$ cat src/rtl/fp_div_arbiter.sv
// fp_div_arbiter: round-robin front end that time-shares one FP_Div
// Newton-Raphson divider between NUM_REQ requesters. One operation is in
// flight at a time: accept, start the divider, wait for its stall to drop,
// then hold the quotient for the owner until it is consumed.
//
// Handshake rule (both request and response sides): a transfer happens on a
// rising clock edge where valid and ready are both high. Valid does not
// depend on ready. The arbiter's req_ready/resp_valid are decoded from state
// only (plus the round-robin winner), and a requester may withdraw
// req_valid before it is granted.
module fp_div_arbiter #(
  parameter int NUM_REQ = 4,
  parameter int IDW     = 2
) (
  input  logic                  in_Clk,
  input  logic                  in_Rst_N,
  input  logic [NUM_REQ-1:0]    req_valid,
  output logic [NUM_REQ-1:0]    req_ready,
  input  logic [32*NUM_REQ-1:0] req_numA,
  input  logic [32*NUM_REQ-1:0] req_numB,
  output logic [NUM_REQ-1:0]    resp_valid,
  input  logic [NUM_REQ-1:0]    resp_ready,
  output logic [31:0]           resp_result,
  output logic [IDW-1:0]        resp_id,
  output logic                  arb_busy,
  output logic                  div_start,
  output logic [31:0]           div_numA,
  output logic [31:0]           div_numB,
  input  logic                  div_stall,
  input  logic [31:0]           div_result,
  output logic [1:0]            dbg_state
);

  typedef enum logic [1:0] {
    S_IDLE  = 2'd0,
    S_ISSUE = 2'd1,
    S_BUSY  = 2'd2,
    S_RESP  = 2'd3
  } state_t;

  state_t         r_state;
  state_t         w_state_nxt;
  logic [IDW-1:0] r_last_grant;
  logic [IDW-1:0] r_owner;
  logic [IDW-1:0] w_winner;
  logic           w_any;
  logic           w_accept;
  logic           w_resp_done;
  logic [31:0]    r_num_a;
  logic [31:0]    r_num_b;
  logic [31:0]    r_result;

  // Round-robin search: first valid requester above the last completed owner.
  always_comb begin
    logic [IDW:0] idx_w;
    idx_w    = '0;
    w_any    = 1'b0;
    w_winner = '0;
    for (int k = 1; k <= NUM_REQ; k++) begin
      idx_w = {1'b0, r_last_grant} + (IDW+1)'(k);
      if (idx_w >= (IDW+1)'(NUM_REQ)) begin
        idx_w = idx_w - (IDW+1)'(NUM_REQ);
      end
      if (!w_any && req_valid[idx_w[IDW-1:0]]) begin
        w_any    = 1'b1;
        w_winner = idx_w[IDW-1:0];
      end
    end
  end

  assign w_accept    = (r_state == S_IDLE) && w_any;
  assign w_resp_done = (r_state == S_RESP) && resp_ready[r_owner];

  // State register.
  always_ff @(posedge in_Clk or negedge in_Rst_N) begin
    if (!in_Rst_N) begin
      r_state <= S_IDLE;
    end else begin
      r_state <= w_state_nxt;
    end
  end

  // Next-state and state-decoded handshake outputs.
  always_comb begin
    w_state_nxt = r_state;
    req_ready   = '0;
    resp_valid  = '0;
    div_start   = 1'b0;
    arb_busy    = (r_state != S_IDLE);
    case (r_state)
      S_IDLE: begin
        if (w_any) begin
          req_ready[w_winner] = 1'b1;
          w_state_nxt         = S_ISSUE;
        end
      end
      S_ISSUE: begin
        div_start = 1'b1;
        if (div_stall) w_state_nxt = S_BUSY;
      end
      S_BUSY: begin
        if (!div_stall) w_state_nxt = S_RESP;
      end
      S_RESP: begin
        resp_valid[r_owner] = 1'b1;
        if (resp_ready[r_owner]) w_state_nxt = S_IDLE;
      end
      default: w_state_nxt = S_IDLE;
    endcase
  end

  // Operand, owner, quotient and round-robin pointer registers.
  // Operands move only on an accept: the divider reads them combinationally
  // until it registers its own result.
  always_ff @(posedge in_Clk or negedge in_Rst_N) begin
    if (!in_Rst_N) begin
      r_num_a      <= '0;
      r_num_b      <= '0;
      r_owner      <= '0;
      r_result     <= '0;
      r_last_grant <= IDW'(NUM_REQ-1);
    end else begin
      if (w_accept) begin
        r_num_a <= req_numA[{w_winner, 5'd0} +: 32];
        r_num_b <= req_numB[{w_winner, 5'd0} +: 32];
        r_owner <= w_winner;
      end
      if ((r_state == S_BUSY) && !div_stall) begin
        r_result <= div_result;
      end
      if (w_resp_done) begin
        r_last_grant <= r_owner;
      end
    end
  end

  assign div_numA    = r_num_a;
  assign div_numB    = r_num_b;
  assign resp_result = r_result;
  assign resp_id     = r_owner;
  assign dbg_state   = r_state;

endmodule

$ cat config.mk
export PLATFORM = sky130hd
export DESIGN_NAME = fp_div_arbiter
export DESIGN_NICKNAME = d
export VERILOG_FILES = /design/src/rtl/fp_div_arbiter.sv
export SDC_FILE = /design/constraint.sdc
export NUM_CORES = 1
export LEC_CHECK = 0
export CORE_AREA = 4 4 158 160
export CTS_CLUSTER_SIZE = 10
export DETAILED_ROUTE_END_ITERATION = 8
export DIE_AREA = 0 0 162 164
export HOLD_SLACK_MARGIN = 0.12
export SYNTH_ARGS = -nofsm -noshare
export SYNTH_HDL_FRONTEND = slang
export SYNTH_SLANG_ARGS = --single-unit
$ cat constraint.sdc
create_clock -name in_Clk -period 2.1 [get_ports in_Clk]
set_input_delay 0.42 -clock in_Clk [delete_from_list [all_inputs] [get_ports in_Clk]]
set_output_delay 0.42 -clock in_Clk [all_outputs]
set_load 0.05 [all_outputs]
==> impl_metrics.env <==
export IMPL_status="finished, violations left"
export IMPL_violations="setup timing"
export IMPL_overflow=0
export IMPL_wirelength_met1_mm=9.70
export IMPL_maxUsedRoutingLayer="met4"
export IMPL_final_cells=1252
export IMPL_setup_viol=50
export IMPL_ioPinCount=409
export IMPL_startpoint_type="input port"
export IMPL_reg2reg_to="div_numB[15]"
export IMPL_nets=1231
export IMPL_synth_simple_gate_area_share_pct=6.80
export IMPL_cp_end_kind="output pin"
export IMPL_clock_path_buffers=2
export IMPL_cts_buffers_inserted=9
export IMPL_avgSynthCellArea_sq_um=11.9
export IMPL_syn_to_final_growth_pct=98.4
export IMPL_max_stage_delay_ns=0.54
export IMPL_synthAdderAreaFrac_pct=0.875
export IMPL_syn_instance_count=481
export IMPL_synth_mux_area_share_pct=29.8
export IMPL_power_switching_mw=8.05
export IMPL_finish_instance_area_sq_um=11400
export IMPL_finalCritPeriodShare_pct=109
export IMPL_first_global_vias=6106
export IMPL_path_clk_slew_ns=0.08
export IMPL_synth_top_family_by_area="multiplexers"
export IMPL_finalHoldViolations=0
export IMPL_die_h_um=164
export IMPL_synth_xor_area_share_pct=0
export IMPL_reg2reg_slack_ns=-0.11
export IMPL_start_util_pct=24.5
export IMPL_slew_violations=0
export IMPL_dpl_cell_area_sq_um=10500
export IMPL_mostFrequentLayoutCells="388 x clkdlybuf4s50_1, 111 x mux2i_1, 98 x dfrtp_1"
export IMPL_r2r_cells=10
export IMPL_die_x_um=162
export IMPL_hp_class="reg -> reg"
export IMPL_hp_start="div_numA[12]"
export IMPL_drive_above_1_share_pct=17.5
export IMPL_hold_path_end="div_numA[12]"
export IMPL_met2_length_mm=12.6
export IMPL_htree_levels=3
export IMPL_peakVddDrop_mv=1.21
export IMPL_max_slew_margin_pct=62.1
export IMPL_grt_pass1_wl_mm=36.2
export IMPL_grt_max_degree=82
export IMPL_p_sw_share_pct=47.7
export IMPL_drt_iter0_markers=202
export IMPL_worst_pin_slew_ns=0.566
export IMPL_p_per_area_nw_per_um2=1490
export IMPL_first_pass_iters=4
export IMPL_gp_congestion=0.791
export IMPL_num_rows=56
export IMPL_fin_skew_ns=0.0126
export IMPL_wl_mm=25.2
export IMPL_vias=5709
export IMPL_wl_per_cell_um=20.1
export IMPL_power_frac_comb_pct=67.9
export IMPL_sequentialPowerShare_pct=21.3
export IMPL_total_power_mw=16.9
export IMPL_core_sq_um=23400
export IMPL_detail_route_antenna_nets=0
export IMPL_antenna_cells=0
export IMPL_synth_seq_area_share_pct=44.6
export IMPL_ys_ff_latch=102
export IMPL_place_inst=1215
export IMPL_p_clk_share_pct=10.9
export IMPL_postLayoutSetupSlackWorst_ns=-0.182
export IMPL_synth_edf_count=0
export IMPL_route_met3_wl_mm=2.49
export IMPL_synth_area_sq_um=5720
export IMPL_synth_compound_area_share_pct=11.0
export IMPL_track_usage_pct=17.6
export IMPL_min_delay_path_depth=2
export IMPL_holdWs_ns=0.488
export IMPL_critPathRequiredTime_ns=1.68
export IMPL_intPower_mw=8.84
export IMPL_final_common_cell="clkdlybuf4s50_1"
export IMPL_antenna_found_initial=0
export IMPL_die_area_sq_um=26600
export IMPL_finalCriticalPeriod_ns=2.28
export IMPL_p_leak_nw=4.90
export IMPL_async_flop_share_pct=100
export IMPL_critPathKind="in -> out"
export IMPL_crit_path_max_fanout=4
export IMPL_drc=0
export IMPL_synth_nets=784
export IMPL_cap_violations=0
export IMPL_detail_route_vias_per_cell=4.56
export IMPL_port_buffers=408
export IMPL_crit_chain="clkdlybuf4s50_1 -> buf_4 -> a31oi_2 -> a21oi_1 -> nand2_2 -> nor2_4 -> buf_6"
export IMPL_ys_dominant_reg_cell="dfrtp_1"
export IMPL_yosysWarningCount=0
export IMPL_insertion_delay_ns=0.35
export IMPL_r2r_start="r_last_grant[1]"
export IMPL_ys_types=31
export IMPL_cts_sinks=102
export IMPL_clock_fmax_mhz=438
export IMPL_rsz0062_at_grt="yes"
export IMPL_crit_arrival_ns=1.86
export IMPL_cts_tree="yes"
export IMPL_cts_root_buf="clkbuf_16"
export IMPL_cp_slowest_cell="clkdlybuf4s50_1"
export IMPL_dp_hpwl_mm=19.2
-- per-stage QoR --
stage          utilization [%]  worst slack (ns)  TNS, ns
6_report                  48.5            -0.182    -3.76
5_1_grt                   48.5            -0.294    -7.30
4_1_cts                   46.5            -0.167    -1.05
3_5_place_dp              44.8            -0.336   -20.00
3_3_place_gp              44.8            -0.314   -17.60
2_1_floorplan                -            -0.141   -0.230
-- cell type report --
class | instances | area [sq um]
Fill cell | 2180 | 12100
Timing Repair Buffer | 476 | 5030
Multi-Input combinational cell | 334 | 3030
Sequential cell | 102 | 2560
Tap cell | 319 | 399
Clock buffer | 10 | 239
Clock inverter | 6 | 75.1
Inverter | 5 | 22.5
-- per-layer routing --
| layer | up-vias | track usage, % |
|---|---|---|
| met3 | 24 | 6.98 |
| met4 | 0 | 4.77 |
| met5 | - | 0 |
| li1 | 2708 | - |
| met1 | 2697 | 20.0 |
| met2 | 280 | 30.9 |
-- how the worst max path moves through the flow --
stage	depth (start not counted)	startpoint	end
6_report	7	req_valid[3]	req_ready[2]
4_1_cts	7	req_valid[2]	req_ready[0]
3_3_place_gp	8	req_valid[2]	div_numA[18]
5_1_grt	7	req_valid[3]	req_ready[2]
3_5_place_dp	8	req_valid[2]	div_numA[8]
2_1_floorplan	7	dbg_state[1]	req_ready[2]
-- flip-flops by register name, indices dropped and copies added, names as in the netlist --
register	cells
div_numA	32
div_numB	32
resp_result	32
dbg_state	2
r_last_grant	2
resp_id	2
-- power by group through the flow --
stage	logic, mW	clock network [mW]	registers [mW]
finish	11.5	1.84	3.59
global route	12.1	1.97	3.73
CTS	10.9	1.90	3.60
detailed placement	10.8	0	3.61
global placement	10.7	0	3.60
floorplan	3.54	0	6.86
-- Yosys cell counts, types with 2 or more instances --
library cell	number	area, sq um
mux2i_1	129	1290
dfrtp_1	100	2500
nand2_1	73	274
o221ai_1	64	561
clkbuf_1	18	67.6
mux2_1	18	203
mux2_2	17	191
buf_12	8	160
buf_2	7	35.0
bufbuf_8	5	93.8
inv_1	5	18.8
nor2_1	5	18.8
ha_1	4	50.1
nand2b_1	4	25.0
a21oi_1	3	15.0
and3_1	3	18.8
dfstp_2	2	52.6
nor2b_1	2	12.5
nor3_1	2	10.0
-- critical path, delay by kind of cell --
family	cells	cell delay [ns]
compound gates	2	0.33
simple gates	2	0.24
buf+inv	3	0.86
-- timing repair --
action / in CTS / in global routing
resized for setup: 9 / 43
endpoints found under the hold margin: 23 / 0
hold buffers: 1 / 0
pin swaps: 4 / 4
gates cloned: 0 / 8
setup buffers: 5 / 7
endpoints found under the setup margin: 4 / 65
-- cells by family (layout without fill, tap and decap cells) --
| group | count (synthesis) | after routing |
|---|---|---|
| AOI/OAI and AO/OA | 73 | 73 |
| adders and majority gates | 4 | 4 |
| buffers and inverters | 45 | 497 |
| DFF | 102 | 102 |
| muxes | 165 | 165 |
| and+or+nand+nor | 92 | 92 |
Note: power is estimated with default switching activity, not from simulation.
